--- src/rtl/ram_uart_streamer_pkg.sv ---
// Shared definitions for the loopback RAM read path: streamer state encoding
// and the default bus widths used by ctrl, ram and uart_byte_tx.
package ram_uart_streamer_pkg;

    localparam int DEF_ADDR_W = 13;
    localparam int DEF_DATA_W = 8;
    localparam int DEF_RD_LAT = 2;

    typedef enum logic [2:0] {
        ST_IDLE    = 3'd0,
        ST_FETCH   = 3'd1,
        ST_LOAD    = 3'd2,
        ST_WAIT_TX = 3'd3,
        ST_DONE    = 3'd4
    } state_t;

endpackage

--- src/rtl/ram_uart_streamer.sv ---
// Streams a length-bounded block of bytes from the RAM read port into
// uart_byte_tx, one byte per send_en/tx_done round trip, with abort support.
//
// Handshake: send_en is a single-cycle request that hands tx_data to the
// transmitter; tx_data stays stable until the next LOAD. Exactly one send_en
// is issued per accepted tx_done, and tx_done is only honoured in WAIT_TX.
// abort outranks tx_done and start in the same cycle and suppresses send_en
// and done in that cycle; the byte already on the line is left to finish.
module ram_uart_streamer
    import ram_uart_streamer_pkg::*;
#(
    parameter int ADDR_W = DEF_ADDR_W,
    parameter int DATA_W = DEF_DATA_W,
    parameter int RD_LAT = DEF_RD_LAT
) (
    input  logic              clk,
    input  logic              reset_n,
    input  logic              start,
    input  logic [ADDR_W-1:0] start_addr,
    input  logic [ADDR_W:0]   byte_cnt,
    input  logic              abort,
    output logic [ADDR_W-1:0] rd_addr,
    input  logic [DATA_W-1:0] rd_data,
    output logic [DATA_W-1:0] tx_data,
    output logic              send_en,
    input  logic              tx_done,
    output logic              busy,
    output logic              done,
    output logic              aborted,
    output logic [2:0]        state
);

    // FETCH lasts RD_LAT+1 cycles: RD_LAT for the RAM pipeline to present the
    // byte, plus the cycle in which it is captured into tx_data on entry to LOAD.
    localparam int                WAIT_W    = $clog2(RD_LAT + 1);
    localparam logic [WAIT_W-1:0] WAIT_LAST = WAIT_W'(RD_LAT);
    localparam logic [ADDR_W:0]   REM_ONE   = (ADDR_W + 1)'(1);

    state_t            state_q;
    state_t            state_d;
    logic [ADDR_W:0]   remaining;
    logic [WAIT_W-1:0] wait_cnt;

    // State register
    always_ff @(posedge clk or negedge reset_n) begin
        if (!reset_n) begin
            state_q <= ST_IDLE;
        end else begin
            state_q <= state_d;
        end
    end

    // Next-state logic; abort returns to IDLE from every active state
    always_comb begin
        state_d = state_q;
        case (state_q)
            ST_IDLE: begin
                if (start) begin
                    state_d = (byte_cnt != '0) ? ST_FETCH : ST_DONE;
                end
            end
            ST_FETCH: begin
                if (abort) begin
                    state_d = ST_IDLE;
                end else if (wait_cnt == WAIT_LAST) begin
                    state_d = ST_LOAD;
                end
            end
            ST_LOAD: begin
                state_d = abort ? ST_IDLE : ST_WAIT_TX;
            end
            ST_WAIT_TX: begin
                if (abort) begin
                    state_d = ST_IDLE;
                end else if (tx_done) begin
                    state_d = (remaining <= REM_ONE) ? ST_DONE : ST_FETCH;
                end
            end
            ST_DONE: begin
                state_d = ST_IDLE;
            end
            default: state_d = ST_IDLE;
        endcase
    end

    // Combinational outputs decoded from the current state
    always_comb begin
        busy    = (state_q != ST_IDLE);
        send_en = (state_q == ST_LOAD) && !abort;
        state   = state_q;
    end

    // Datapath: address/length tracking, byte capture and the status pulses
    always_ff @(posedge clk or negedge reset_n) begin
        if (!reset_n) begin
            rd_addr   <= '0;
            tx_data   <= '0;
            remaining <= '0;
            wait_cnt  <= '0;
            done      <= 1'b0;
            aborted   <= 1'b0;
        end else begin
            done     <= 1'b0;
            aborted  <= abort && (state_q != ST_IDLE);
            wait_cnt <= (state_q == ST_FETCH) ? wait_cnt + WAIT_W'(1) : '0;
            case (state_q)
                ST_IDLE: begin
                    if (start) begin
                        remaining <= byte_cnt;
                        if (byte_cnt != '0) begin
                            rd_addr <= start_addr;
                        end
                    end
                end
                ST_FETCH: begin
                    if (!abort && wait_cnt == WAIT_LAST) begin
                        tx_data <= rd_data;
                    end
                end
                ST_WAIT_TX: begin
                    if (!abort && tx_done && remaining != '0) begin
                        remaining <= remaining - REM_ONE;
                        if (remaining != REM_ONE) begin
                            rd_addr <= rd_addr + ADDR_W'(1);
                        end
                    end
                end
                ST_DONE: begin
                    done <= !abort;
                end
                default: ;
            endcase
        end
    end

endmodule

--- config.mk ---
export PLATFORM = sky130hd
export DESIGN_NAME = ram_uart_streamer
export DESIGN_NICKNAME = d
export VERILOG_FILES = /design/src/rtl/ram_uart_streamer_pkg.sv /design/src/rtl/ram_uart_streamer.sv
export SDC_FILE = /design/constraint.sdc
export NUM_CORES = 1
export LEC_CHECK = 0
export CAP_MARGIN = 40
export CORE_ASPECT_RATIO = 0.5
export CORE_MARGIN = 2
export CORE_UTILIZATION = 44
export CTS_CLUSTER_SIZE = 40
export DETAILED_ROUTE_END_ITERATION = 8
export PLACE_DENSITY = 0.77
export SLEW_MARGIN = 20
export SYNTH_ARGS = -nofsm -noshare
export SYNTH_HDL_FRONTEND = slang
export SYNTH_SLANG_ARGS = --single-unit
--- constraint.sdc ---
create_clock -name clk -period 2.1 [get_ports clk]
set_input_delay 0.21 -clock clk [delete_from_list [all_inputs] [get_ports clk]]
set_output_delay 0.21 -clock clk [all_outputs]
set_load 0.005 [all_outputs]
==> results of run 1 <==
sequential cells by signal, indices dropped and copies added (netlist names):
register   count
aborted        1
wait_cnt       2
tx_data        8
state          3
done           1
rd_addr       13
remaining     14
area by class of cell:
class / instances / share of cell area
Clock buffer: 7 / 0.03866
Clock inverter: 1 / 0.001356
Inverter: 6 / 0.006104
Multi-Input combinational cell: 204 / 0.3788
Sequential cell: 42 / 0.2852
Tap cell: 73 / 0.02475
Timing Repair Buffer: 105 / 0.2652
worst paths after layout:
path                                           from                       end  slack, ns  cells after the start
min reg2reg                   wait_cnt[0]$_DFF_PN0_     wait_cnt[0]$_DFF_PN0_       0.45                      1
max in group asynchronous                   reset_n      state[1]$_DFFE_PN0P_       1.09                      3
min in group clk              wait_cnt[0]$_DFF_PN0_     wait_cnt[0]$_DFF_PN0_       0.45                      1
max                        remaining[1]$_DFFE_PN0P_    rd_addr[2]$_DFFE_PN0P_      -0.01                      8
max reg2reg                remaining[1]$_DFFE_PN0P_    rd_addr[2]$_DFFE_PN0P_      -0.01                      8
min                                         reset_n  remaining[4]$_DFFE_PN0P_       0.30                      2
per-stage QoR:
stage	hold WS, ns	utilization
final	0.2982	0.6690
after detailed placement	0.06760	0.6284
after global placement	0.06745	0.6284
after floorplan	-0.08559	-
after CTS	0.3034	0.6638
after global routing	0.3271	0.6690
where the power goes:
part           total, mW  internal [mW]  switching [mW]
sequential          1.55           1.18           0.365
combinational       2.28           1.36           0.919
clock              0.784          0.472           0.313
worst register-to-register path, cell delays in order, from the launching register on:
cell,delay [ns]
dfrtp_1,0.35
inv_1,0.06
ha_2,0.18
or3b_4,0.24
nor3_4,0.04
a211o_2,0.34
nor3b_4,0.25
buf_12,0.19
mux2_1,0.33
placed cells by master, fill, tap and decap left out, types with 3 or more instances in the layout:
cell type	n
clkdlybuf4s50_1	66
dfrtp_1	41
buf_4	35
nor2_1	32
o21ai_0	27
nand2_1	22
a21oi_1	13
nor4_1	10
xnor2_1	9
mux2_4	9
nand3_1	8
mux2_2	8
inv_1	6
nor3_1	6
clkbuf_16	5
nand4_1	3
a22oi_1	3
o22a_1	3
mux2_1	3
ha_1	3
timing repair:
action,in CTS,in global routing
cloned,0,0
hold buffers,1,0
setup endpoints to repair,15,15
buffers inserted,1,2
resized for setup,4,3
hold endpoints to repair,8,0
pin swaps,1,0
kinds of logic after synthesis:
kind of cell,Yosys count,synth area share
AOI/OAI and AO/OA,62,0.1491
xor gates and xnor gates,11,0.03803
adders and majority gates,4,0.01975
buffers and inverters,22,0.04247
DFF,42,0.4148
muxes,21,0.1062
and+or+nand+nor,106,0.2296
routing by layer:
layer | vias up | wire (microns) | global-route usage | part of all wire
met5 | - | 0 | 0 | 0
met4 | 0 | 84 | 0.07055 | 0.013
met3 | 7 | 213 | 0.04079 | 0.033
met2 | 45 | 3233 | 0.3894 | 0.51
met1 | 1118 | 2865 | 0.2473 | 0.45
li1 | 1158 | - | - | -
==> metrics.md, run 1 <==
| Metric | Value |
|---|---|
| Outcome | finished, violations left |
| Violated checks | setup timing |
| DR vias/cell | 5.315 |
| Root buffer cell | clkbuf_16 |
| # IOs | 68 |
| Vias in the first global route | 2349 |
| Synth Flop Type | dfrtp_1 |
| Mapped cell area | 2534 sq um |
| Fmax | 0.4730 GHz |
| Die height | 57.66 microns |
| Worst-path clk slew | 0.06 ns |
| Synth unique cells | 54 |
| Clock Latency Late Sink | 0.28 ns |
| Via count | 2328 |
| Clock tree sinks | 42 |
| Worst setup SP type | register |
| Drc violations | 0 |
| Die ar. | 6418 sq um |
| Sequential area share after synthesis | 0.4148 |
| HP Class | in -> async |
| WS Path Type | reg -> reg |
| Rel. slew slack | 0.6552 |
| CTS tree | built |
| Post-Route WL | 6.397 mm |
| Worst Path Buf+Inv | 2 |
| H-tree level count | 2 |
| Leak | 1.567 nW |
| Detailed Routing Iterations Pass 1 | 4 |
| Net Count, Synth | 312 |
| Starting DRT DRC Count | 78 |
| Minimum clock period | 2.114 ns |
| Crit path DAT | 2.28 ns |
| Port Buffers | 67 |
| First-pass GRT wire length | 10.69 mm |
| P per Cell Area | 1249 nW/um^2 |
| Critical Path End Type | register |
| Max_cap viols | 0 |
| CP delay by family, top | simple AND/OR/NAND/NOR gates |
| Diodes inserted | 0 |
| Share of layout cells above drive strength 1 | 0.2137 |
| GPL Wtd Cong | 0.8322 |
| Worst slack, placed | -0.4010 ns |
| Placeable Area | 5515 sq um |
| Initial antenna violation count | 0 |
| Area Growth Syn to Fin | 45.63% |
| FF+latch area | 1052 sq um |
| Pin count of the biggest net entering global routing | 57 |
| Final TNS setup | -0.01406 ns |
| Total power | 4.610 mW |
| Top cell type by total area after synthesis | dfrtp_1 |
| Syn_area_per_cell | 9.454 sq um |
| Total gr overflow | 0 |
| Placed Cells | 426 |
| Actual slew at the worst max-slew pin | 0.5172 ns |
| Cell with the most instances after synthesis | dfrtp_1 |
| Final setup margin | -0.01406 ns |
| Num rows | 19 |
| CTS Buf Count | 5 |
| Wire length per cell | 14.61 microns |
| Ys async rst share | 1.000 |
| Post-synthesis instance total | 268 |
| Placed inst area | 3466 sq um |
| Largest cells by area after synthesis | dfrtp_1 (41%), mux2_4 (5.3%), o21ai_0 (5.3%) |
| Post-synth top area share | 0.4148 |
| Design area | 3690 sq um |
| Most frequent cells after synthesis | dfrtp_1 (42), nor2_1 (32), o21ai_0 (27) |
| Post-synth EDFFs | 0 |
| GRT Overall Usage | 0.2082 |
| Multi-input logic area | 1398 sq um |
| Die width | 111.3 microns |
| Crit share post-route | 1.007 |
| Slowest cell delay on critical path | 0.35 ns |
| Slowest CP cell | dfrtp_1 |
| Setup violators final | 1 |
| Post-DP HPWL | 4.532 mm |
| Maximum net fanout on the critical path | 13 |
| RSZ-0062 raised after global routing | true |
| Initial Util | 0.4594 |
| Max rail drop VDD | 0.5921 mV |
| Maximum root-to-sink buffer count | 2 |
| DRT antenna net count | 0 |
| Worst-path cell chain | inv_1, ha_2, or3b_4, nor3_4, a211o_2, nor3b_4, buf_12, mux2_1 |
| Flops & latches, synth | 42 |
| Layout Skew | 0.003843 ns |
| Non-Filler Instances | 438 |
| Yosys warnings | 0 |
| Slew Viols, Final | 0 |
| Worst Path Required | 2.27 ns |
| Final hold viol count | 0 |
| Fill count | 431 |
| Nets@finish | 408 |
No activity file was read; power rests on OpenSTA's default activity.
==> run 2: changes to the inputs <==
CAP_MARGIN = 20   (was 40)
==> results of run 2 <==
Same layout as run 1: the final DEF is identical, and so are final timing and power.
==> run 3: changes to the inputs <==
ABC_AREA = 0   (was default)
GPL_ROUTABILITY_DRIVEN = 0   (was default)
==> results of run 3 <==
Same layout as run 1: the final DEF is identical, and so are final timing and power.
==> RTL edit, RTL diff (config.mk and constraints of run 1) <==
Change the package constant `DEF_ADDR_W` from 13 to 12.
--- a/src/rtl/ram_uart_streamer_pkg.sv
+++ b/src/rtl/ram_uart_streamer_pkg.sv
@@ -4,3 +4,3 @@
 
-    localparam int DEF_ADDR_W = 13;
+    localparam int DEF_ADDR_W = 12;
     localparam int DEF_DATA_W = 8;
Ports: changed (resized byte_cnt, rd_addr and start_addr); port bits go from 68 to 65. No check against the original RTL was run, so the function may have changed too.
==> RTL edit against run 1 <==
Setup slack better by 0.088 ns. Utilization down 1.3 points. Sequential cell count down 2. Die area down 7.3%. Cell count down 10%. Combinational power down 21%. Sequential power down 3%. Power down 14%. Synthesized cell count down 7.1%. Design area down 11%. First-iteration DRC count up 58%. Routed wire length down 12%. Area after synthesis down 7.7%. Largest cell class unchanged. Highest routed layer unchanged.
==> RTL edit: results (changes against run 1) <==
| Metric | Value |
|---|---|
| Status | `finished clean (was complete, but fails checks)` |
| FF-to-FF path depth | `6 (was 8)` |
| Fraction of layout cells with a size suffix above 1 | `11.4% (was 21.4%)` |
| Critical-path top delay cell | `clkdlybuf4s50_1 (was dfrtp_1)` |
| Nets | `366 (was 408)` |
| Rel. slew slack | `71.0% (was 65.5%)` |
| Non-Clock Inverter Count | `4 (was 6)` |
| Met2 wire length | `2690 um (was 3230 um)` |
| CP Launch Point | `state[0] (was remaining[1])` |
| GR Layer Usage met1 | `27.2% (was 24.7%)` |
| Met3 routed WL | `260 um (was 213 um)` |
| Filler cells | `436 (was 431)` |
| Switching power share of the total | `36.1% (was 34.6%)` |
| Comb_multi_in | `191 (was 204)` |
| NonClk Buf Share | `24.2% (was 26.5%)` |
| Number of library cell types mapped by synthesis | `48 (was 54)` |
| Met1 WL | `2650 um (was 2870 um)` |
| Worst path top cell family by delay | `buffers and inverters (was simple AND/OR/NAND/NOR gates)` |
| R2R Setup Slk | `0.10 ns (was -0.01 ns)` |
| Reg clk slew, reported paths | `0.09 ns (was 0.06 ns)` |
| Synth Area in Compound Gates | `15.5% (was 14.9%)` |
| GR Util met2 | `32.4% (was 38.9%)` |
| Leakage | `1.34 nW (was 1.57 nW)` |
| Biggest regs | `remaining x13, rd_addr x12, tx_data x8 (was remaining x14, rd_addr x13, tx_data x8)` |
| DP HPWL | `4160 um (was 4530 um)` |
| Largest net degree at the start of global routing | `46 (was 57)` |
| Max Clock Skew | `0.00688 ns (was 0.00384 ns)` |
| Cts repair resizes | `0 (was 4)` |
==> RTL edit: cell types whose count changed after synthesis, moves of 8 or more <==
cell,run 1,this run
mux2_1,3,16
mux2_4,9,0
nor2_1,32,22
o21ai_0,27,15
o21ai_1,0,13
xnor2_1,9,1
==> RTL edit: how the worst min path moves through the flow <==
stage / start / endpoint / cells past startpoint / slack [ns]
finish: reset_n / remaining[4] / 2 / 0.36
global route: reset_n / state[1] / 2 / 0.37
CTS: reset_n / state[1] / 2 / 0.31
detailed placement: reset_n / remaining[4] / 1 / 0.11
global placement: reset_n / remaining[4] / 1 / 0.39
floorplan: reset_n / aborted / 0 / -0.09
==> RTL edit: through the flow <==
step                      setup slack [ns]  std cells  utilization (%)  power (mW)  area [um2]
final                               0.0737        394             65.6        3.98        3300
after global routing               0.00997        394             65.6        4.28        3300
after CTS                           0.0330        394             65.0        3.95        3260
after detailed placement            -0.169        385             62.5        3.28        3140
after global placement              -0.106        384             62.1        3.19        3120
after floorplan                     0.0440        249                -        2.39        2340
